File: src/rtl/uart_fifo_periph_if.sv
// MEM-stage bus bundle for the UART peripheral: strobes, address and data.
// The CPU side drives the master modport; the peripheral uses the slave modport.
interface uart_fifo_periph_if;
   logic        rd;
   logic        wr;
   logic [31:0] addr;
   logic [31:0] wdata;
   logic [31:0] rdata;

   modport master (output rd, output wr, output addr, output wdata, input rdata);
   modport slave  (input rd, input wr, input addr, input wdata, output rdata);
endinterface

File: src/rtl/uart_fifo_periph.sv
// Memory-mapped UART: TX/RX FIFOs, programmable bit period, sticky errors, maskable level IRQ.
// Register block: TXDATA 0x0, RXDATA 0x4, STATUS 0x8, CTRL 0xC relative to BASE_ADDR.
module uart_fifo_periph #(
   parameter int          CLKS_PER_BIT = 10416,
   parameter int          DATA_W       = 8,
   parameter int          TX_DEPTH     = 16,
   parameter int          RX_DEPTH     = 16,
   parameter logic [31:0] BASE_ADDR    = 32'h4000_0020
) (
   input  logic                clk,
   input  logic                reset,
   uart_fifo_periph_if.slave   bus,
   input  logic                UART_RX,
   output logic                UART_TX,
   output logic                irqout
);

   localparam int TAW = $clog2(TX_DEPTH);
   localparam int TCW = TAW + 1;
   localparam int RAW = $clog2(RX_DEPTH);
   localparam int RCW = RAW + 1;
   localparam int CW  = $clog2(CLKS_PER_BIT);
   localparam int BW  = $clog2(DATA_W);
   localparam logic [CW-1:0] BIT_END  = CW'(CLKS_PER_BIT - 1);
   localparam logic [CW-1:0] HALF_END = CW'(CLKS_PER_BIT / 2 - 1);
   localparam logic [BW-1:0] LAST_BIT = BW'(DATA_W - 1);

   typedef enum logic [1:0] {S_IDLE, S_START, S_DATA, S_STOP} uart_state_e;

   // Bus decode
   logic       sel;
   logic [1:0] reg_sel;
   logic       wr_tx, rd_rx, wr_stat, wr_ctrl;

   assign sel     = (bus.addr[31:4] == BASE_ADDR[31:4]);
   assign reg_sel = bus.addr[3:2];
   assign wr_tx   = sel & bus.wr & (reg_sel == 2'd0);
   assign rd_rx   = sel & bus.rd & (reg_sel == 2'd1);
   assign wr_stat = sel & bus.wr & (reg_sel == 2'd2);
   assign wr_ctrl = sel & bus.wr & (reg_sel == 2'd3);

   logic unused_bus;
   assign unused_bus = ^{bus.addr[1:0], bus.wdata[31:6]};

   // TX FIFO
   logic [DATA_W-1:0] tx_mem_q [TX_DEPTH];
   logic [TAW-1:0]    tx_wp_q, tx_rp_q;
   logic [TCW-1:0]    tx_cnt_q;
   logic              tx_empty, tx_full, tx_push, tx_pop, tx_ovf_set;

   assign tx_empty   = (tx_cnt_q == '0);
   assign tx_full    = (tx_cnt_q == TCW'(TX_DEPTH));
   assign tx_push    = wr_tx & (~tx_full | tx_pop);
   assign tx_ovf_set = wr_tx & tx_full & ~tx_pop;

   always_ff @(posedge clk or negedge reset) begin
      if (!reset) begin
         tx_wp_q  <= '0;
         tx_rp_q  <= '0;
         tx_cnt_q <= '0;
      end else begin
         if (tx_push) tx_wp_q <= tx_wp_q + 1'b1;
         if (tx_pop)  tx_rp_q <= tx_rp_q + 1'b1;
         tx_cnt_q <= tx_cnt_q + TCW'(tx_push) - TCW'(tx_pop);
      end
   end

   always_ff @(posedge clk) begin
      if (tx_push) tx_mem_q[tx_wp_q] <= bus.wdata[DATA_W-1:0];
   end

   // RX FIFO; a pop on an empty FIFO is suppressed, so push+pop when empty keeps the push
   logic [DATA_W-1:0] rx_mem_q [RX_DEPTH];
   logic [RAW-1:0]    rx_wp_q, rx_rp_q;
   logic [RCW-1:0]    rx_cnt_q;
   logic              rx_empty, rx_full, rx_push_req, rx_push, rx_pop, rx_ovf_set;
   logic [DATA_W-1:0] rx_sh_q;

   assign rx_empty   = (rx_cnt_q == '0);
   assign rx_full    = (rx_cnt_q == RCW'(RX_DEPTH));
   assign rx_pop     = rd_rx & ~rx_empty;
   assign rx_push    = rx_push_req & (~rx_full | rx_pop);
   assign rx_ovf_set = rx_push_req & rx_full & ~rx_pop;

   always_ff @(posedge clk or negedge reset) begin
      if (!reset) begin
         rx_wp_q  <= '0;
         rx_rp_q  <= '0;
         rx_cnt_q <= '0;
      end else begin
         if (rx_push) rx_wp_q <= rx_wp_q + 1'b1;
         if (rx_pop)  rx_rp_q <= rx_rp_q + 1'b1;
         rx_cnt_q <= rx_cnt_q + RCW'(rx_push) - RCW'(rx_pop);
      end
   end

   always_ff @(posedge clk) begin
      if (rx_push) rx_mem_q[rx_wp_q] <= rx_sh_q;
   end

   // TX FSM
   uart_state_e       tx_st_q;
   logic [CW-1:0]     tx_tmr_q;
   logic [BW-1:0]     tx_bit_q;
   logic [DATA_W-1:0] tx_sh_q;
   logic              tx_q, tx_done, tx_busy;

   assign tx_done = (tx_tmr_q == BIT_END);
   assign tx_pop  = ~tx_empty & ((tx_st_q == S_IDLE) | ((tx_st_q == S_STOP) & tx_done));
   assign tx_busy = ~tx_empty | (tx_st_q != S_IDLE);
   assign UART_TX = tx_q;

   always_ff @(posedge clk or negedge reset) begin
      if (!reset) begin
         tx_st_q  <= S_IDLE;
         tx_tmr_q <= '0;
         tx_bit_q <= '0;
         tx_sh_q  <= '0;
         tx_q     <= 1'b1;
      end else begin
         case (tx_st_q)
            S_IDLE: if (tx_pop) begin
               tx_sh_q  <= tx_mem_q[tx_rp_q];
               tx_q     <= 1'b0;
               tx_tmr_q <= '0;
               tx_st_q  <= S_START;
            end
            S_START: if (tx_done) begin
               tx_tmr_q <= '0;
               tx_bit_q <= '0;
               tx_q     <= tx_sh_q[0];
               tx_st_q  <= S_DATA;
            end else tx_tmr_q <= tx_tmr_q + 1'b1;
            S_DATA: if (tx_done) begin
               tx_tmr_q <= '0;
               if (tx_bit_q == LAST_BIT) begin
                  tx_q    <= 1'b1;
                  tx_st_q <= S_STOP;
               end else begin
                  tx_bit_q <= tx_bit_q + 1'b1;
                  tx_sh_q  <= tx_sh_q >> 1;
                  tx_q     <= tx_sh_q[1];
               end
            end else tx_tmr_q <= tx_tmr_q + 1'b1;
            S_STOP: if (tx_done) begin
               // chain straight into the next start bit when more data is queued
               if (tx_pop) begin
                  tx_sh_q  <= tx_mem_q[tx_rp_q];
                  tx_q     <= 1'b0;
                  tx_tmr_q <= '0;
                  tx_st_q  <= S_START;
               end else tx_st_q <= S_IDLE;
            end else tx_tmr_q <= tx_tmr_q + 1'b1;
            default: tx_st_q <= S_IDLE;
         endcase
      end
   end

   // RX synchroniser and FSM
   uart_state_e   rx_st_q;
   logic [CW-1:0] rx_tmr_q;
   logic [BW-1:0] rx_bit_q;
   logic          rx_meta_q, rx_s_q, rx_prev_q, rx_done, frm_set;

   assign rx_done     = (rx_tmr_q == BIT_END);
   assign rx_push_req = (rx_st_q == S_STOP) & rx_done & rx_s_q;
   assign frm_set     = (rx_st_q == S_STOP) & rx_done & ~rx_s_q;

   always_ff @(posedge clk or negedge reset) begin
      if (!reset) begin
         rx_meta_q <= 1'b1;
         rx_s_q    <= 1'b1;
         rx_prev_q <= 1'b1;
         rx_st_q   <= S_IDLE;
         rx_tmr_q  <= '0;
         rx_bit_q  <= '0;
         rx_sh_q   <= '0;
      end else begin
         rx_meta_q <= UART_RX;
         rx_s_q    <= rx_meta_q;
         rx_prev_q <= rx_s_q;
         case (rx_st_q)
            S_IDLE: if (rx_prev_q & ~rx_s_q) begin
               rx_tmr_q <= '0;
               rx_st_q  <= S_START;
            end
            S_START: if (rx_tmr_q == HALF_END) begin
               rx_tmr_q <= '0;
               rx_bit_q <= '0;
               rx_st_q  <= rx_s_q ? S_IDLE : S_DATA;
            end else rx_tmr_q <= rx_tmr_q + 1'b1;
            S_DATA: if (rx_done) begin
               rx_tmr_q <= '0;
               rx_sh_q  <= {rx_s_q, rx_sh_q[DATA_W-1:1]};
               if (rx_bit_q == LAST_BIT) rx_st_q <= S_STOP;
               else rx_bit_q <= rx_bit_q + 1'b1;
            end else rx_tmr_q <= rx_tmr_q + 1'b1;
            S_STOP: if (rx_done) rx_st_q <= S_IDLE;
            else rx_tmr_q <= rx_tmr_q + 1'b1;
            default: rx_st_q <= S_IDLE;
         endcase
      end
   end

   // Sticky flags (set beats clear), control and interrupt
   logic       rx_ovf_q, frm_q, tx_ovf_q, irq_q;
   logic [1:0] ctrl_q;
   logic [2:0] stat_clr;

   assign stat_clr = wr_stat ? bus.wdata[5:3] : '0;
   assign irqout   = irq_q;

   always_ff @(posedge clk or negedge reset) begin
      if (!reset) begin
         rx_ovf_q <= 1'b0;
         frm_q    <= 1'b0;
         tx_ovf_q <= 1'b0;
         ctrl_q   <= '0;
         irq_q    <= 1'b0;
      end else begin
         rx_ovf_q <= rx_ovf_set | (rx_ovf_q & ~stat_clr[0]);
         frm_q    <= frm_set    | (frm_q    & ~stat_clr[1]);
         tx_ovf_q <= tx_ovf_set | (tx_ovf_q & ~stat_clr[2]);
         if (wr_ctrl) ctrl_q <= bus.wdata[1:0];
         irq_q <= (ctrl_q[0] & ~rx_empty) | (ctrl_q[1] & ~tx_busy);
      end
   end

   always_comb begin
      bus.rdata = '0;
      if (sel && bus.rd) begin
         case (reg_sel)
            2'd1: if (!rx_empty) bus.rdata = 32'(rx_mem_q[rx_rp_q]);
            2'd2: bus.rdata = {8'h00, 8'(tx_cnt_q), 8'(rx_cnt_q), 2'b00,
                               tx_ovf_q, frm_q, rx_ovf_q, tx_busy, tx_full, ~rx_empty};
            2'd3: bus.rdata = {30'd0, ctrl_q};
            default: bus.rdata = '0;
         endcase
      end
   end

endmodule

File: src/flat_wrapper.sv
// flat-port wrapper written by rule: the top's interface ports become plain ports
module uart_fifo_periph_flat 
#(
   parameter int          CLKS_PER_BIT = 10416,
   parameter int          DATA_W       = 8,
   parameter int          TX_DEPTH     = 16,
   parameter int          RX_DEPTH     = 16,
   parameter logic [31:0] BASE_ADDR    = 32'h4000_0020
)
  (clk, reset, UART_RX, UART_TX, irqout, bus_rd, bus_wr, bus_addr, bus_wdata, bus_rdata);
  uart_fifo_periph_if bus_i ();
  input  logic clk;
  input  logic reset;
  input  logic UART_RX;
  output logic UART_TX;
  output logic irqout;
  input wire logic [$bits(bus_i.rd)-1:0] bus_rd;
  input wire logic [$bits(bus_i.wr)-1:0] bus_wr;
  input wire logic [$bits(bus_i.addr)-1:0] bus_addr;
  input wire logic [$bits(bus_i.wdata)-1:0] bus_wdata;
  output wire logic [$bits(bus_i.rdata)-1:0] bus_rdata;
  assign bus_i.rd = bus_rd;
  assign bus_i.wr = bus_wr;
  assign bus_i.addr = bus_addr;
  assign bus_i.wdata = bus_wdata;
  assign bus_rdata = bus_i.rdata;
  uart_fifo_periph #(.CLKS_PER_BIT(CLKS_PER_BIT), .DATA_W(DATA_W), .TX_DEPTH(TX_DEPTH), .RX_DEPTH(RX_DEPTH), .BASE_ADDR(BASE_ADDR)) u_core (.clk(clk), .reset(reset), .bus(bus_i), .UART_RX(UART_RX), .UART_TX(UART_TX), .irqout(irqout));
endmodule
File: config.mk
export PLATFORM = sky130hd
export DESIGN_NAME = uart_fifo_periph_flat
export DESIGN_NICKNAME = d
export VERILOG_FILES = /design/src/rtl/uart_fifo_periph_if.sv /design/src/rtl/uart_fifo_periph.sv /design/src/flat_wrapper.sv
export SDC_FILE = /design/constraint.sdc
export NUM_CORES = 1
export LEC_CHECK = 0
export CAP_MARGIN = 20
export CORE_UTILIZATION = 30
export DETAILED_ROUTE_END_ITERATION = 10
export DONT_BUFFER_PORTS = 1
export HOLD_SLACK_MARGIN = 0.06
export MAX_ROUTING_LAYER = met4
export PLACE_DENSITY_LB_ADDON = 0.2
export SYNTH_ARGS = -nofsm -noshare
export SYNTH_HDL_FRONTEND = slang
export SYNTH_SLANG_ARGS = --single-unit
File: constraint.sdc
create_clock -name clk -period 5.7 [get_ports clk]
set_input_delay 0.855 -clock clk [delete_from_list [all_inputs] [get_ports clk]]
set_output_delay 0.855 -clock clk [all_outputs]
set_load 0.1 [all_outputs]
### Word level (Yosys, flattened, before mapping)

Memory sizes are Yosys's and may differ from the RTL's.
Index checks and enable logic that the tools add are counted.

* bits in registers: 90
* memory bits (writable): 256
* bits of input ports: 69
* output and inout bits: 34
* word-level logic and storage cells: 179
* memories: 2

Memories
* u_core.rx_mem_q: words 16, bits a word 8, read ports 1, clocked after memory_dff 0, write ports 1, RTL line uart_fifo_periph.sv:73 `logic [DATA_W-1:0] rx_mem_q [RX_DEPTH];`
* u_core.tx_mem_q: words 16, bits a word 8, read ports 1, clocked after memory_dff 0, write ports 1, RTL line uart_fifo_periph.sv:46 `logic [DATA_W-1:0] tx_mem_q [TX_DEPTH];`

* $add $sub $neg: 12
* equality and inequality tests: 30
* multiplexer cells: 50
* bitwise gates (word level): 43
* reduce and logical (&&, ||, !) cells: 19

Operators with widths (count)
* $mux W14: 7
* $pmux W21 S3: 1
* $pmux W14 S4: 1
* $pmux W14 S3: 1
* $mux W8: 5
* $mux W32: 1
* $add A14 B1 Y14 const B: 2
* $eq A14 B14 Y1 const B: 2
* $eq A28 B27 Y1 const B: 1
* $and A1 B1 Y1: 24
* $pmux W8 S3: 1
* $mux W2: 11
* $mux W3: 7
* $ne A2 B1 Y1 const B: 10
* $add A4 B1 Y4 const B: 4
* $pmux W2 S4: 2
* $eq A14 B13 Y1 const B: 1
* $eq A2 B2 Y1 const B: 6
* $pmux W3 S2: 2
* $reduce_and A4 Y1: 3
* $not A1 Y1: 11
* $add A5 B1 Y5: 2
* $eq A5 B5 Y1 const B: 2
* $logic_not A5 Y1: 2
* 16 further kinds: 45

### Longest topological paths before layout

* depth after elaboration: 8
* gate-level depth with buffers: 15
* mapped depth without buffers: 14

### Worst setup path before layout

Ideal clock, no wire load.

* path type: input to output
* start point: in bus_addr[4]
* end point: out bus_rdata[10]
* data arrival time: 4490 ps
* data required time: 4845 ps
* slack: 355 ps
* stages: 5
* path buffers: 1
* cell sequence: nor4b_1 -> and4_1 -> nand3_1 -> clkbuf_1 -> nor4_1

* longest elaborated chain between the ends: 3

Ends and longest elaborated chain
* from (decl): RTL line flat_wrapper.sv:19 `input wire logic [$bits(bus_i.addr)-1:0] bus_addr;`
* $eq A28 B27 Y1: RTL line uart_fifo_periph.sv:35 `assign sel = (bus.addr[31:4] == BASE_ADDR[31:4]);`
* $logic_and A1 B1 Y1: RTL line uart_fifo_periph.sv:231 `if (sel && bus.rd) begin`
* $mux W32: RTL line uart_fifo_periph.sv:231
* to (decl): RTL line flat_wrapper.sv:21 `output wire logic [$bits(bus_i.rdata)-1:0] bus_rdata;`

No other way between the ends.

### Worst setup path after layout

* start point: reg u_core.rx_rp_q[0]
* end point: out bus_rdata[1]

* longest elaborated chain between the ends: 4

Ends and longest elaborated chain
* from (decl): RTL line uart_fifo_periph.sv:74 `logic [RAW-1:0] rx_wp_q, rx_rp_q;`
* from (signal assigned): RTL line uart_fifo_periph.sv:92 `if (rx_pop) rx_rp_q <= rx_rp_q + 1'b1;`
* $mem_v2 Z16 W8
* $mux W8: RTL line uart_fifo_periph.sv:233 `2'd1: if (!rx_empty) bus.rdata = 32'(rx_mem_q[rx_rp_q]);`
* $pmux W21 S3: RTL line uart_fifo_periph.sv:232 `case (reg_sel)`
* $mux W32: RTL line uart_fifo_periph.sv:231

No other way between the ends.

==> impl_metrics.ini <==
[yosys]
synth_edf_count = 256
muxShareOfSynthArea = 0.127
ys_ff_latch = 346
synth_area_leaders = edfxtp_1, dfrtp_1, mux4_2, ha_1, nand2_1
yosys.area_share.simple = 0.0933
ys_types = 67
synth_area_per_cell_um2 = 15.5
yosysTopAreaCellShare = 0.507
synthArstFlopShare = 0.260
synth_ff_type = edfxtp_1
synth-seq-area-share = 0.656
syn-cell-area_mm2 = 0.0151
ys.warnings.count = 0
synthAdderAreaFrac = 0.0299
synth_xor_area_frac = 0.0127
synth_top_family_by_area = multiplexers
syn-instance-count = 979
synth_compound_area_frac = 0.0510
yosys.area.top_type = edfxtp_1

[run_status]
outcome = finished, final reports clean

[hold_path]
hp-class = in2async

[clock_network]
cts_sinks = 346
cts-htree-levels = 2
ctsHoldBuffers = 1
clk_pin_slew_ps = 60
cts_resized = 0
cts_inserted_buffers = 39
post-cts-setup-buffers = 0
clkLatencyLatePin_ps = 570
clock_path_buffers = 3
cts_tree = done
cts-root-buf = clkbuf_16

[floorplanning]
die_area_mm2 = 0.0514
pin_count = 103
coreArea_mm2 = 0.0494
die_x_um = 227
dieHeight_um = 227
start_util = 0.307
num_rows = 81

[worst_setup_path]
crit_fanout = 21
cp_num_buf_inv = 1
cpLargestDelayFamily = compound AO/OA/AOI/OAI gates
crit_path_start_kind = flip-flop
crit_type = reg2out
crit_path_cell_trace = buf_4 > a211oi_1 > a211oi_1 > o21ai_0 > o21ai_0 > a22o_1
crit_slowest_cell = a22o_1
critical_path.startpoint = u_core.rx_rp_q[0]$_DFFE_PN0P_
worstPathRequired_ps = 4850
r2r_slack_ps = 2430
r2r-start = u_core.tx_tmr_q[0]$_DFF_PN0_
slowest_delay_ps = 890
cp.arrival_ps = 3440
crit_path_end_kind = primary output

[final_layout]
final_cell_mix = edfxtp_1, dfrtp_1, mux4_2
n_fill_cell = 4705
syn_to_final_growth_pct = 14.9
multi_input_area_mm2 = 0.00488
regArea_mm2 = 0.00995
layout.nets = 1110
drive_above_1_share = 0.194
fin_area_mm2 = 0.0174
layout_commonest_cell = edfxtp_1

[global_routing]
overflow = 0
grt_use_total = 0.142
grt_pass1_vias = 8336
grt_max_degree = 87
grt_pass1_wl_um = 52300
antenna_found_initial = 0

[pwr]
p_switching_mw = 1.16
irDropWorstVdd_v = 0.000191
comb_power_share = 0.025
power.share.clock = 0.457
pwr-share-seq = 0.517
p_sw_frac = 0.218
total_power_mw = 5.34
power_density_mw_per_mm2 = 307
intPower_mw = 4.17
power.leakage_nw = 6.38

[timing]
slew-limit-headroom = 0.271
max_freq_ghz = 0.233
slew_viol_final = 0
worst_pin_slew_ps = 1090
setup_viol = 0
rsz0062_at_grt = false
hold_viol = 0
layout_min_cycle_time_ps = 4290
tns_ps = 0
period_share = 0.753
fin_skew_ps = 26.2

[detailed_routing]
drt-wirelength-per-cell_um = 20.1
ant_nets = 0
drc = 0
vias = 8184
viasPerCell = 4.81
dr.pass1.iters = 5
drt-total-wl_um = 34200
drt_iter0_drc = 503

[flow_run]
maxCapViolCount = 0

[placement]
gp_congestion = 0.748
dpl_cell_area_mm2 = 0.0161
dp_hpwl_um = 21300
numPortBuffers = 0
[kinds of logic (layout without fill, tap and decap cells)]
kind of cell               Yosys count  count (layout)
AOI/OAI and AO/OA                  122             122
xor gates and xnor gates            22              22
adders and majority gates           35              35
buffers and inverters               92             137
DFF                                346             346
muxes                              102             102
other                                1              15
and+or+nand+nor                    259             259
[final timing paths]
path | end | cells past startpoint
worst max-delay path | bus_rdata[1] | 6
worst max register to register | u_core.tx_cnt_q[4]$_DFF_PN0_ | 13
worst min register to register | u_core.rx_s_q$_DFF_PN1_ | 0
max in group asynchronous | u_core.rx_tmr_q[6]$_DFFE_PN0P_ | 1
worst min-delay path | u_core.UART_TX$_DFFE_PN1P_ | 0
min in group clk | u_core.rx_meta_q$_DFF_PN1_ | 0
[cells in the mapped netlist (5+ instances only)]
cell type and n:
a211oi_1 9, a21oi_1 22, a22o_1 11, a31oi_1 5
and2_1 20, and3_1 24, buf_2 13, buf_4 14
clkbuf_1 24, dfrtp_1 86, edfxtp_1 256, ha_1 33
inv_1 37, mux2_2 16, mux2i_1 15, mux4_2 71
nand2_1 57, nand3_1 11, nand3b_1 6, nand4_1 9
nor2_1 55, nor2b_1 9, nor3_1 13, nor3b_1 5
nor4_1 16, o21ai_0 41, o21ai_1 17, or3_1 5
xnor2_1 15, xor2_1 7
[flip-flops by register name, summed over array words and instances, names as in the netlist, 2 cells and up, named ones only]
signal and cells:
u_core.rx_tmr_q 14, u_core.tx_sh_q 8, u_core.tx_st_q 2, u_core.ctrl_q 2, u_core.rx_mem_q 128, u_core.tx_mem_q 128
u_core.tx_cnt_q 5, u_core.tx_bit_q 3, u_core.rx_wp_q 4, u_core.tx_rp_q 4, u_core.rx_sh_q 8, u_core.rx_cnt_q 5
u_core.tx_wp_q 4, u_core.tx_tmr_q 14, u_core.rx_bit_q 3, u_core.rx_rp_q 4
[stage by stage]
stage	util	setup WS (ps)	std cells	hold WS, ps
4_1_cts	0.353	1280	1700	116
3_5_place_dp	0.327	1490	1627	353
3_3_place_gp	0.327	961	1626	349
2_1_floorplan	-	355	992	345
5_1_grt	0.353	1130	1701	112
6_report	0.353	1410	1702	151
[power by group through the flow]
stage | sequential [mW] | combinational, mW | clock (mW)
floorplan | 2.80 | 0.125 | 0
global placement | 2.81 | 0.119 | 0
detailed placement | 2.81 | 0.122 | 0
CTS | 2.76 | 0.138 | 2.51
global route | 2.77 | 0.152 | 2.61
finish | 2.76 | 0.135 | 2.44
[area by class of cell]
| cell class | instances | share of cell area |
|---|---|---|
| tap | 664 | 0.0477 |
| multi-input combinational | 554 | 0.280 |
| sequential | 346 | 0.571 |
| clock buffer | 48 | 0.0580 |
| antenna | 1 | 0.000144 |
| clock inverter | 24 | 0.0133 |
| inverter | 37 | 0.00798 |
| timing repair buffer | 28 | 0.0213 |
[per-layer routing]
layer  track usage  routed length, um  vias to the layer above
li1              -                  -                     3805
met1         0.195              16400                     4168
met2         0.212              15600                      167
met3        0.0285               1550                       44
met4        0.0377                612                        0
met5             -                  0                        -
Power figures use the tool's default switching activity.
